<file path="src/rtl/uart_rx_fifo.sv">
// ---------------------------------------------------------------------------
// uart_rx_fifo
//   UART receiver (8N1, LSB first) feeding a show-ahead receive FIFO.
//   The serial input is synchronised, framed by a small FSM that samples
//   each bit at its centre, and completed bytes are pushed into the FIFO.
//   The consumer drains bytes over a valid/ready handshake and sees
//   framing errors and dropped bytes only as single-cycle pulses.
//
// Parameters
//   CLKDIV      clock cycles per serial bit (>= 4)
//   FIFO_DEPTH  receive FIFO entries (power of two, >= 2)
//
// Ports
//   clk        system clock, rising edge
//   reset      synchronous active-high reset
//   ser_rx     asynchronous serial input, idle high
//   rx_data    byte at FIFO head (0 while rx_valid=0)
//   rx_valid   FIFO not empty
//   rx_ready   consumer accepts rx_data this cycle
//   frame_err  one-cycle pulse: stop bit sampled low
//   overflow   one-cycle pulse: received byte dropped because FIFO full
//   rx_busy    receiver FSM not idle
// ---------------------------------------------------------------------------
module uart_rx_fifo #(
    parameter int CLKDIV     = 104,
    parameter int FIFO_DEPTH = 8
) (
    input  logic       clk,
    input  logic       reset,
    input  logic       ser_rx,
    output logic [7:0] rx_data,
    output logic       rx_valid,
    input  logic       rx_ready,
    output logic       frame_err,
    output logic       overflow,
    output logic       rx_busy
);

    localparam int DIV_W       = $clog2(CLKDIV) + 1;
    localparam int PTR_W       = $clog2(FIFO_DEPTH);
    localparam int CNT_W       = PTR_W + 1;
    localparam int SYNC_STAGES = 2;

    localparam logic [DIV_W-1:0] HALF_LOAD = DIV_W'(CLKDIV / 2 - 1);
    localparam logic [DIV_W-1:0] FULL_LOAD = DIV_W'(CLKDIV - 1);
    localparam logic [CNT_W-1:0] DEPTH_CNT = CNT_W'(FIFO_DEPTH);

    // -----------------------------------------------------------------------
    // Input synchroniser. Stages reset to the idle level so that a reset
    // never looks like a start bit.
    // -----------------------------------------------------------------------
    logic [SYNC_STAGES-1:0] sync_reg;
    logic                   rxs;

    generate
        for (genvar gi = 0; gi < SYNC_STAGES; gi++) begin : g_sync
            if (gi == 0) begin : g_first
                always_ff @(posedge clk) begin
                    if (reset) sync_reg[gi] <= 1'b1;
                    else       sync_reg[gi] <= ser_rx;
                end
            end else begin : g_next
                always_ff @(posedge clk) begin
                    if (reset) sync_reg[gi] <= 1'b1;
                    else       sync_reg[gi] <= sync_reg[gi-1];
                end
            end
        end
    endgenerate

    assign rxs = sync_reg[SYNC_STAGES-1];

    // -----------------------------------------------------------------------
    // Receiver FSM
    // -----------------------------------------------------------------------
    typedef enum logic [2:0] {
        S_IDLE,
        S_START,
        S_DATA,
        S_STOP,
        S_WAIT_HIGH
    } state_t;

    state_t             state_reg, state_next;
    logic [DIV_W-1:0]   divcnt_reg, divcnt_next;
    logic [2:0]         bitcnt_reg, bitcnt_next;
    logic [7:0]         sh_reg, sh_next;
    logic               push_req;
    logic               frame_err_reg, frame_err_next;

    always_ff @(posedge clk) begin
        if (reset) begin
            state_reg     <= S_IDLE;
            divcnt_reg    <= '0;
            bitcnt_reg    <= '0;
            sh_reg        <= '0;
            frame_err_reg <= 1'b0;
        end else begin
            state_reg     <= state_next;
            divcnt_reg    <= divcnt_next;
            bitcnt_reg    <= bitcnt_next;
            sh_reg        <= sh_next;
            frame_err_reg <= frame_err_next;
        end
    end

    always_comb begin
        state_next     = state_reg;
        divcnt_next    = divcnt_reg;
        bitcnt_next    = bitcnt_reg;
        sh_next        = sh_reg;
        push_req       = 1'b0;
        frame_err_next = 1'b0;

        case (state_reg)
            S_IDLE: begin
                // Half a bit to reach the middle of the start bit.
                if (!rxs) begin
                    state_next  = S_START;
                    divcnt_next = HALF_LOAD;
                end
            end

            S_START: begin
                if (divcnt_reg == '0) begin
                    if (!rxs) begin
                        state_next  = S_DATA;
                        divcnt_next = FULL_LOAD;
                        bitcnt_next = 3'd0;
                    end else begin
                        // Line went high again before mid-bit: a glitch.
                        state_next = S_IDLE;
                    end
                end else begin
                    divcnt_next = divcnt_reg - 1'b1;
                end
            end

            S_DATA: begin
                if (divcnt_reg == '0) begin
                    sh_next     = {rxs, sh_reg[7:1]};
                    divcnt_next = FULL_LOAD;
                    if (bitcnt_reg == 3'd7) begin
                        state_next = S_STOP;
                    end else begin
                        bitcnt_next = bitcnt_reg + 3'd1;
                    end
                end else begin
                    divcnt_next = divcnt_reg - 1'b1;
                end
            end

            S_STOP: begin
                if (divcnt_reg == '0) begin
                    if (rxs) begin
                        // Return to idle at mid stop bit so a start bit that
                        // immediately follows is caught.
                        push_req   = 1'b1;
                        state_next = S_IDLE;
                    end else begin
                        frame_err_next = 1'b1;
                        state_next     = S_WAIT_HIGH;
                    end
                end else begin
                    divcnt_next = divcnt_reg - 1'b1;
                end
            end

            S_WAIT_HIGH: begin
                // A held-low line (break) reports a single framing error.
                if (rxs) state_next = S_IDLE;
            end

            default: state_next = S_IDLE;
        endcase
    end

    assign rx_busy   = (state_reg != S_IDLE);
    assign frame_err = frame_err_reg;

    // -----------------------------------------------------------------------
    // Receive FIFO (show-ahead)
    // -----------------------------------------------------------------------
    logic [7:0]       mem [FIFO_DEPTH];
    logic [PTR_W-1:0] wr_ptr_reg, rd_ptr_reg;
    logic [CNT_W-1:0] count_reg;
    logic             overflow_reg;
    logic             full;
    logic             pop;
    logic             push_ok;
    logic             drop;

    assign full     = (count_reg == DEPTH_CNT);
    assign rx_valid = (count_reg != '0);
    assign pop      = rx_valid && rx_ready;
    // A pop in the same cycle frees the slot the push needs.
    assign push_ok  = push_req && (!full || pop);
    assign drop     = push_req && full && !pop;

    always_ff @(posedge clk) begin
        if (push_ok && !reset) begin
            mem[wr_ptr_reg] <= sh_reg;
        end
    end

    always_ff @(posedge clk) begin
        if (reset) begin
            wr_ptr_reg   <= '0;
            rd_ptr_reg   <= '0;
            count_reg    <= '0;
            overflow_reg <= 1'b0;
        end else begin
            overflow_reg <= drop;
            if (push_ok) wr_ptr_reg <= wr_ptr_reg + 1'b1;
            if (pop)     rd_ptr_reg <= rd_ptr_reg + 1'b1;
            case ({push_ok, pop})
                2'b10:   count_reg <= count_reg + 1'b1;
                2'b01:   count_reg <= count_reg - 1'b1;
                default: count_reg <= count_reg;
            endcase
        end
    end

    // Head entry is driven to zero while empty so the output is defined
    // after reset without clearing the storage array.
    assign rx_data  = rx_valid ? mem[rd_ptr_reg] : 8'h00;
    assign overflow = overflow_reg;

endmodule

</file>
<file path="config.mk">
export PLATFORM = sky130hd
export DESIGN_NAME = uart_rx_fifo
export DESIGN_NICKNAME = d
export VERILOG_FILES = /design/src/rtl/uart_rx_fifo.sv
export SDC_FILE = /design/constraint.sdc
export NUM_CORES = 1
export LEC_CHECK = 0
export ABC_AREA = 1
export CORE_MARGIN = 8
export CORE_UTILIZATION = 40
export CTS_BUF_LIST = sky130_fd_sc_hd__clkbuf_4
export DETAILED_ROUTE_END_ITERATION = 10
export SLEW_MARGIN = 20
export SYNTH_ARGS = -nofsm -noshare
export SYNTH_HDL_FRONTEND = slang
export SYNTH_SLANG_ARGS = --single-unit
</file>
<file path="constraint.sdc">
create_clock -name clk -period 4.45 [get_ports clk]
set_input_delay 1.1125 -clock clk [delete_from_list [all_inputs] [get_ports clk]]
set_output_delay 1.1125 -clock clk [all_outputs]
set_load 0.05 [all_outputs]
</file>
# Word-level counts from Yosys, hierarchy flattened
# Memory sizes are Yosys's and may differ from the RTL's. A register that Yosys moved wholly into a read port is not among the register bits.
# Cells that the tools add are included.
[op_classes]
add_sub_neg = 6
eq_ne = 18
n_mux = 30
bitwise = 2
reduce_logical = 21
[op_table]
columns = ["cell", "count"]
rows = [
  ["8-bit 2-to-1 mux", 6],
  ["3-bit 2-to-1 mux", 13],
  ["8-bit one-hot mux with 4 select lines", 1],
  ["2-bit != test, second input constant", 9],
  ["3-bit one-hot mux with 5 select lines", 1],
  ["3-bit by 1-bit adder with 3-bit output, second input constant", 3],
  ["8-bit zero test", 1],
  ["4-bit one-hot mux with 2 select lines", 1],
  ["4-bit nonzero test", 2],
  ["8-bit by 1-bit subtractor with 8-bit output, second input constant", 1],
  ["3-bit by 2-bit equality test with 1-bit output, second input constant", 2],
  ["3-bit equality test, second input constant", 2],
  ["1-bit 2-to-1 mux", 6],
  ["3-bit one-hot mux with 2 select lines", 1],
  ["6-bit AND reduction", 1],
  ["1-bit logical AND", 5],
  ["5-bit AND reduction", 1],
  ["4-bit by 1-bit adder with 4-bit output, second input constant", 1],
  ["4-bit equality test, second input constant", 1],
  ["4-bit AND reduction", 1],
  ["2-bit nonzero test", 2],
  ["4-bit by 1-bit subtractor with 4-bit output, second input constant", 1],
  ["3-bit by 1-bit equality test with 1-bit output, second input constant", 1],
  ["1-bit zero test", 3],
  ["10 further kinds", 11],
]
[word_totals]
regBits = 36
ramBits = 64
output_inout_bits = 12
wordCells = 89
n_memories = 1
[memory_table]
columns = ["name", "words", "word_bits", "rd", "rd_ports_with_merged_regs", "write_ports", "line_no", "source"]
rows = [
  ["mem", 8, 8, 1, 1, 1, "184", "logic [7:0] mem [FIFO_DEPTH];"],
]

# Depth between registers and ports, before layout
# Gate-level depths: netlist (run 1).
[depth]
depth_word = 7
mapped_depth = 16
depth_no_buf = 16

# Least setup slack after synthesis (run 1)
# OpenSTA, ideal clock, no wires.
[synth_timing]
path_kind = "flip-flop to output port"
start = "register count_reg[1]"
end = "output port rx_data[0]"
t_arrival_ps = 1759
required_ps = 3338
path_slack_ps = 1579
stages_incl_launch_ff = 7
path_cell_list = "dfxtp_1 -> inv_1 -> nand3_1 -> nor2_1 -> inv_1 -> o21ai_0 -> nor2_1"
[synth_via]
elab_chain_cells = 2
[synth_rtl]
columns = ["element", "line_no", "source"]
rows = [
  ["start: declaration", "186", "logic [CNT_W-1:0] count_reg;"],
  ["start signal: assignment", "217", "2'b10: count_reg <= count_reg + 1'b1;"],
  ["start signal: assignment", "218", "2'b01: count_reg <= count_reg - 1'b1;"],
  ["start signal: assignment", "219", "default: count_reg <= count_reg;"],
  ["4-bit nonzero test", "194", "assign rx_valid = (count_reg != '0);"],
  ["named net rx_valid", "32", "output logic rx_valid,"],
  ["8-bit 2-to-1 mux", "226", "assign rx_data = rx_valid ? mem[rd_ptr_reg] : 8'h00;"],
  ["end: declaration", "31", "output logic [7:0] rx_data,"],
]
# The timed path passes the listed nets, and every way through them passes these cells.

==> results of run 1 <==
-- per-layer routing --
metal / up-vias / track usage / part of all wire
met3: 15 / 0.0258 / 0.040
met2: 55 / 0.205 / 0.46
met4: 0 / 0.0609 / 0.021
met1: 1446 / 0.165 / 0.48
met5: - / 0 / 0
li1: 1586 / - / -
-- cell usage after synthesis, types with 2 or more instances --
cell,number,area share
nand3b_1,2,0.0035
inv_1,40,0.035
nand2_1,43,0.037
nor2_2,3,0.0043
nor3_1,4,0.0046
nand4_1,4,0.0058
a211oi_1,2,0.0035
a21oi_1,17,0.020
clkbuf_1,12,0.010
nand3_1,15,0.017
nor2_1,118,0.10
or2_2,2,0.0029
ha_1,6,0.017
nand2_2,2,0.0029
o21ai_0,47,0.054
nand3_2,2,0.0046
o32ai_1,16,0.032
dfxtp_1,39,0.18
edfxtp_1,64,0.44
-- area by class of cell --
cell class | count | share of cell area
repair buffers | 27 | 0.0499
multi-input cells | 291 | 0.296
flip-flops and latches | 103 | 0.561
well taps | 140 | 0.0364
clock buffers | 9 | 0.0140
inverters | 40 | 0.0312
clock inverters | 7 | 0.0112
-- logic make-up (layout without fill, tap and decap cells) --
family / count (synthesis) / after routing / synth area share
flip-flops: 103 / 103 / 0.624
AND/OR/NAND/NOR: 200 / 200 / 0.197
AO/OA/AOI/OAI: 85 / 85 / 0.115
adder cells (fa/ha/maj): 6 / 6 / 0.0173
buffers and inverters: 54 / 83 / 0.0471
-- critical path: stages, from the launching register on --
cell and delay [ns]:
dfxtp_1 0.99, o21ai_0 0.20, o32ai_1 0.16, o21ai_0 0.11, nor2_1 0.14, clkdlybuf4s50_1 0.83
-- power breakdown --
group | switching (W) | internal [W] | total [W]
Clock | 0.000328 | 0.000123 | 0.000451
Combinational | 0.000873 | 0.000433 | 0.00131
Sequential | 0.000137 | 0.00112 | 0.00126
-- final timing paths --
| kind | from | to | slack [ns] | cells past startpoint |
|---|---|---|---|---|
| worst max-delay path | register | rx_data[0] | 0.43 | 5 |
| worst min-delay path | sync_reg[0] | rxs | 0.43 | 1 |
| worst max register to register | divcnt_reg[0] | mem[0][7] | 1.77 | 10 |
| worst min register to register | sync_reg[0] | rxs | 0.43 | 1 |
-- through the flow --
step / utilization / std cells
2_1_floorplan: - / 448
3_3_place_gp: 0.439 / 601
3_5_place_dp: 0.439 / 601
4_1_cts: 0.450 / 617
5_1_grt: 0.450 / 617
6_report: 0.450 / 617
==> impl_metrics.ini, run 1 <==
[routing]
drcViolationCount = 0
drt_iter0_drc = 322
drt-pass1-iter-count = 4
routed_wirelength_um = 8790
ant_nets = 0
routed_via_density = 5.03
num_vias = 3102
routedWlPerCell_um = 14.2

[min_path]
hp-class = reg2reg

[sta]
fin_crit_ns = 4.02
layout_worst_path_cycle_share = 0.904
relSlewSlack = 0.362
setup_viol = 0
setup_tns_ns = 0
finClkSkew_ns = 0.0297
fmax_mhz = 249
worst_pin_slew_ns = 0.956
rsz0062_at_grt = no
whs_ns = 0.430
layout_setup_ws_ns = 0.428
hold_violations = 0
final-max-slew-violation-count = 0

[layout]
stdcell_area_um2 = 4810
antennaDiodeCount = 0
register_area_um2 = 2700
drive_gt1_frac = 0.0839
multi_input_area_um2 = 1430
areaGrowthSynthToFinish_pct = 11.1
final_cell_mix = nor2_1, edfxtp_1, o21ai_0
nNetsFinal = 482
largest_reg_flops = 64
final.fill_count = 1012
layout_commonest_cell = nor2_1

[synth]
synth_area_um2 = 4330
netlist_instances = 448
synth_cell_types = 29
synth-edff-count = 64
synthesis.nets = 458
async_flop_share = 0
syn_avg_cell_area_um2 = 9.67
synth-seq-cells = 103
yosysSeqAreaShare = 0.624
synth_ff_type = edfxtp_1
yosys_warnings = 0

[clock_tree]
numCtsBuffers = 9
ctsResizeCount = 0
ctsHtreeMaxLevel = 3
clk-insertion-delay-late_ns = 0.47
ctsHoldBuffers = 0
max-clock-path-buffers = 2
clk_pin_slew_ns = 0.18
cts_setup_buffers = 0
cts_root_buf = clkbuf_4
cts.sinks = 103
cts_tree = yes

[grt]
antenna_found_initial = 0
grt_usage = 0.129
grt_pass1_vias = 2968
grt_max_degree = 33
overflow = 0
grt_pass1_wl_um = 14800

[power]
ir_worst_vdd_mv = 0.561
totalPowerFinal_w = 0.00302
power.leakage_nw = 1.82
power_density_nw_per_um2 = 627

[worst_setup_path]
critPathLaunchType = register
arrival_ns = 2.91
critPathRequiredTime_ns = 3.34
crit_fanout = 32
crit_type = reg2out
end_kind = output pin

[placement]
port_buffers = 15
globalplace.congestion = 0.815
hpwl_um = 6080
dp_slack_ns = 0.958
dpl_cell_area_um2 = 4690

[floorplan]
pin_count = 16
die_area_um2 = 14400
fp.dieW_um = 120
die_y_um = 120
rows = 38
fp.coreArea_um2 = 10700
start_util = 0.405

[job]
drv_cap = 0

[run_status]
status = finished, final reports clean
No activity file was read; power rests on OpenSTA's default activity.
==> run 2, diff against run 1 <==
--- a/config.mk
+++ b/config.mk
@@ -7,9 +7,10 @@
 export LEC_CHECK = 0
 export ABC_AREA = 1
 export CORE_MARGIN = 8
-export CORE_UTILIZATION = 40
+export CORE_UTILIZATION = 65
 export CTS_BUF_LIST = sky130_fd_sc_hd__clkbuf_4
 export DETAILED_ROUTE_END_ITERATION = 10
+export PLACE_DENSITY = 0.84
 export SLEW_MARGIN = 20
 export SYNTH_ARGS = -nofsm -noshare
 export SYNTH_HDL_FRONTEND = slang
==> run 2 against run 1 <==
Non-clock buffer count is 9 lower. Global-route usage is 5.4 points higher. Final cell count decreased by 12%. First-iteration DRC count is 47% lower. Die area fell by 34%. Critical endpoint is now rx_data[5]. Highest routed layer unchanged. Setup slack worse by 0.017 ns. Critical path type unchanged. Total power is 0.77% lower. Final area fell by 3.1%. Largest power group unchanged.
==> impl_metrics.ini, run 2 (same netlist as run 1, synthesis figures left out) <==
[layout]
drive_gt1_frac = 0.0662
final_cell_mix = nor2_1, edfxtp_1, o21ai_0
largest_reg_flops = 64
layout_commonest_cell = nor2_1
nNetsFinal = 473
antennaDiodeCount = 0
areaGrowthSynthToFinish_pct = 7.65
instances_no_fill = 545
stdcell_area_um2 = 4660

[clock_tree]
numCtsBuffers = 9
ctsResizeCount = 0
max-clock-path-buffers = 2
cts_setup_buffers = 0
ctsHtreeMaxLevel = 3
cts_root_buf = clkbuf_4
clk_pin_slew_ns = 0.14
cts_tree = yes
cts.sinks = 103
ctsHoldBuffers = 0
clk-insertion-delay-late_ns = 0.45

[floorplan]
pin_count = 16
fp.dieW_um = 97.6
rows = 29
start_util = 0.678
fp.coreArea_um2 = 6390
die_area_um2 = 9530
die_y_um = 97.6

[worst_setup_path]
critPathLaunchType = register
arrival_ns = 2.93
reg2reg_slack_ns = 1.80
end_kind = output pin
r2r_cells = 9
crit_fanout = 32
critPathRequiredTime_ns = 3.34
crit_type = reg2out

[routing]
routed_via_density = 5.82
routedWlPerCell_um = 15.6
drt-pass1-iter-count = 5
drcViolationCount = 0
num_vias = 3174
routed_wirelength_um = 8490
drt_iter0_drc = 171
ant_nets = 0

[placement]
numPlacedInstances = 529
dpl_cell_area_um2 = 4550
globalplace.congestion = 0.855
hpwl_um = 5870
dp_slack_ns = 0.802
port_buffers = 15

[grt]
antenna_found_initial = 0
grt_pass1_vias = 2958
grt_pass1_wl_um = 14000
use_met1 = 0.226
grt_max_degree = 33
grt_usage = 0.183
grt_use_met3 = 0.0370
overflow = 0
met2_usage = 0.298
gr-max-usage-layer = met2

[job]
drv_cap = 0

[sta]
fin_crit_ns = 4.04
rsz0062_at_grt = no
layout_setup_ws_ns = 0.411
hold_violations = 0
final-max-slew-violation-count = 0
layout_worst_path_cycle_share = 0.908
setup_viol = 0
relSlewSlack = 0.365
fmax_mhz = 248
worst_pin_slew_ns = 0.951
finClkSkew_ns = 0.0167
setup_tns_ns = 0

[min_path]
min_path_cells = 1
hp-class = reg2reg

[power]
power_density_nw_per_um2 = 642
power.leakage_nw = 1.76
ir_worst_vdd_mv = 0.885

[run_status]
status = finished, final reports clean
[run 2: cell count changes in the layout (fill, tap and decap cells not counted)]
cell	change
buf_4	-9
clkinv_4	+2
inv_4	-2
clkinv_1	+1
clkinv_2	+1
clkinvlp_2	+1
inv_1	-1
inv_6	-1
inv_8	-1
[run 2: power breakdown]
part           internal (W)  switching [W]
Sequential          0.00112       0.000131
Clock              0.000116       0.000300
Combinational      0.000433       0.000891
Total               0.00167        0.00132
[run 2: per-layer routing]
layer	vias to the layer above	wire length, um
li1	1564	-
met1	1471	3700
met2	118	4100
met3	21	493
met4	0	204
met5	-	0
[run 2: critical path, cell delays in order (launching register included)]
cell and delay, ns:
dfxtp_1 0.97, o21ai_0 0.25, o32ai_1 0.20, o21ai_0 0.12, nor2_1 0.12, clkdlybuf4s50_1 0.82
[run 2: worst paths after layout]
path	end	startpoint
worst max register to register	mem[4][7]	divcnt_reg[0]
worst max-delay path	rx_data[5]	register
worst min-delay path	rxs	sync_reg[0]
worst min register to register	rxs	sync_reg[0]
[run 2: area by class of cell]
type | count | area (um^2)
clock inverter | 7 | 48.8
sequential | 103 | 2700
timing repair buffer | 18 | 173
clock buffer | 9 | 67.6
multi-input combinational | 291 | 1430
fill | 444 | 1720
inverter | 40 | 150
tap | 77 | 96.3
[run 2: metrics by stage]
step	utilization	total power (W)	hold WS, ns
5_1_grt	0.730	0.00321	0.434
2_1_floorplan	-	0.00223	0.389
4_1_cts	0.730	0.00300	0.425
3_5_place_dp	0.712	0.00260	0.393
3_3_place_gp	0.712	0.00256	0.392
6_report	0.730	0.00299	0.425
==> run 3, diff against run 2 <==
--- a/config.mk
+++ b/config.mk
@@ -6,11 +6,12 @@
 export NUM_CORES = 1
 export LEC_CHECK = 0
 export ABC_AREA = 1
+export CAP_MARGIN = 5
 export CORE_MARGIN = 8
-export CORE_UTILIZATION = 65
+export CORE_UTILIZATION = 57
 export CTS_BUF_LIST = sky130_fd_sc_hd__clkbuf_4
 export DETAILED_ROUTE_END_ITERATION = 10
-export PLACE_DENSITY = 0.84
+export PLACE_DENSITY = 0.78
 export SLEW_MARGIN = 20
 export SYNTH_ARGS = -nofsm -noshare
 export SYNTH_HDL_FRONTEND = slang
==> constraint.sdc (replaced) <==
create_clock -name clk -period 3.3 [get_ports clk]
set_input_delay 0.825 -clock clk [delete_from_list [all_inputs] [get_ports clk]]
set_output_delay 0.825 -clock clk [all_outputs]
set_load 0.05 [all_outputs]
==> run 3 against run 2 <==
Non-clock buffer count grew 6. Final cell count grew 5.1%. Count of clock-buffer cells in the layout is the same. Flip-flop and latch count is the same. Sequential share of layout area shrank 1.0 points. Die area grew 12%. Critical endpoint is now rx_valid. Largest cell class unchanged.
==> impl_metrics.ini, run 3 (same netlist as run 1, synthesis figures left out) <==
[run_status]
status = finished, final reports clean

[sta]
rsz0062_at_grt = no
fin_crit_ns = 3.00
layout_worst_path_cycle_share = 0.911
setup_tns_ns = 0
setup_viol = 0
relSlewSlack = 0.523
fmax_mhz = 333
hold_violations = 0
final-max-slew-violation-count = 0
whs_ns = 0.428
finClkSkew_ns = 0.0177
worst_pin_slew_ns = 0.713

[clock_tree]
cts_setup_buffers = 0
cts_root_buf = clkbuf_4
max-clock-path-buffers = 2
ctsHtreeMaxLevel = 3
cts_tree = yes
cts.sinks = 103
clk-insertion-delay-late_ns = 0.44
numCtsBuffers = 9
clk_pin_slew_ns = 0.15

[power]
ir_worst_vdd_mv = 0.478
p_clk_frac = 0.160
power.leakage_nw = 1.82
power_frac_seq = 0.412
power_density_nw_per_um2 = 868
internal_power_w = 0.00231
comb_power_share = 0.429
power_switching_share = 0.440
switchingPower_w = 0.00182

[routing]
routed_via_density = 5.44
drcViolationCount = 0
drt-pass1-iter-count = 5
ant_nets = 0
num_vias = 3116
routedWlPerCell_um = 14.8
routed_wirelength_um = 8470
drt_iter0_drc = 174

[worst_setup_path]
rr_startpoint = divcnt_reg[0]
r2r_cells = 9
critPathRequiredTime_ns = 2.47
reg2reg_slack_ns = 0.69
crit_fanout = 9
critPathLaunchType = register
arrival_ns = 2.18
end_kind = output pin
r2r-end = mem[2][3]
crit_type = reg2out

[layout]
final_cell_mix = nor2_1, edfxtp_1, o21ai_0
final.fill_count = 616
multi_input_area_um2 = 1430
antennaDiodeCount = 0
register_area_um2 = 2700
largest_reg_flops = 64
layout_commonest_cell = nor2_1
nNetsFinal = 479
drive_gt1_frac = 0.0992
areaGrowthSynthToFinish_pct = 9.62

[grt]
grt_max_degree = 33
grt_usage = 0.172
overflow = 0
grt_pass1_wl_um = 14100
antenna_found_initial = 0
grt_pass1_vias = 2948

[min_path]
hp-class = reg2reg
min_path_cells = 1
min_from = sync_reg[0]
holdPathEnd = rxs

[placement]
port_buffers = 15
hpwl_um = 5730
globalplace.congestion = 0.848

[floorplan]
fp.coreArea_um2 = 7290
die_y_um = 103
rows = 31
start_util = 0.594
fp.dieW_um = 103
pin_count = 16
die_area_um2 = 10600

[job]
drv_cap = 0
[run 3: cell count changes in the layout (fill, tap and decap cells not counted), sizes merged]
| cell | change |
|---|---|
| buf | +14 |
| bufinv | +1 |
| clkdlybuf4s50 | -8 |
| clkinv | -2 |
| inv | +1 |
[run 3: what timing repair did]
| item | 4_1_cts | 5_1_grt |
|---|---|---|
| resized for setup | 0 | 1 |
| hold buffers | 0 | 0 |
| setup endpoints to repair | 0 | 8 |
[run 3: power groups by stage]
stage          clock network (W)  registers [W]  logic, W
6_report                0.000658        0.00170   0.00177
5_1_grt                 0.000718        0.00172   0.00196
4_1_cts                 0.000670        0.00169   0.00177
3_5_place_dp                   0        0.00172   0.00176
3_3_place_gp                   0        0.00171   0.00172
2_1_floorplan                  0        0.00163   0.00137
[run 3: how the worst max path moves through the flow]
| stage | start | end |
|---|---|---|
| 6_report | count_reg[2] | rx_valid |
| 5_1_grt | register | rx_data[6] |
| 4_1_cts | register | rx_data[6] |
| 3_5_place_dp | rx_ready | mem[0][4] |
| 3_3_place_gp | rx_ready | mem[2][7] |
| 2_1_floorplan | count_reg[1] | rx_data[0] |
[run 3: layout make-up]
cell class | count | share of cell area
Timing Repair Buffer | 24 | 0.0416
Tap cell | 99 | 0.0261
Clock buffer | 9 | 0.0142
Clock inverter | 7 | 0.0169
Multi-Input combinational cell | 291 | 0.300
Inverter | 40 | 0.0316
Sequential cell | 103 | 0.569
[run 3: layer usage]
layer  vias to the layer above  global-route usage  wire (um)
li1                       1576                   -          -
met1                      1452               0.221       3900
met2                        78               0.282       4050
met3                        10              0.0295        415
met4                         0              0.0690        113
met5                         -                   0          0
[run 3: critical path: stages, from the launching register on]
cell	delay, ns
dfxtp_1	0.38
inv_1	0.08
nand3_1	0.12
nor2_1	0.09
inv_1	0.21
clkdlybuf4s50_1	0.86
[run 3: metrics by stage]
step | utilization | power [W] | instance area [um^2] | instances | setup slack [ns]
3_3_place_gp | 0.631 | 0.00343 | 4600 | 557 | 0.526
4_1_cts | 0.651 | 0.00413 | 4750 | 573 | 0.0728
2_1_floorplan | - | 0.00301 | 4330 | 448 | 0.716
3_5_place_dp | 0.631 | 0.00348 | 4600 | 557 | 0.434
6_report | 0.651 | 0.00412 | 4750 | 573 | 0.295
5_1_grt | 0.651 | 0.00440 | 4750 | 573 | 0.152
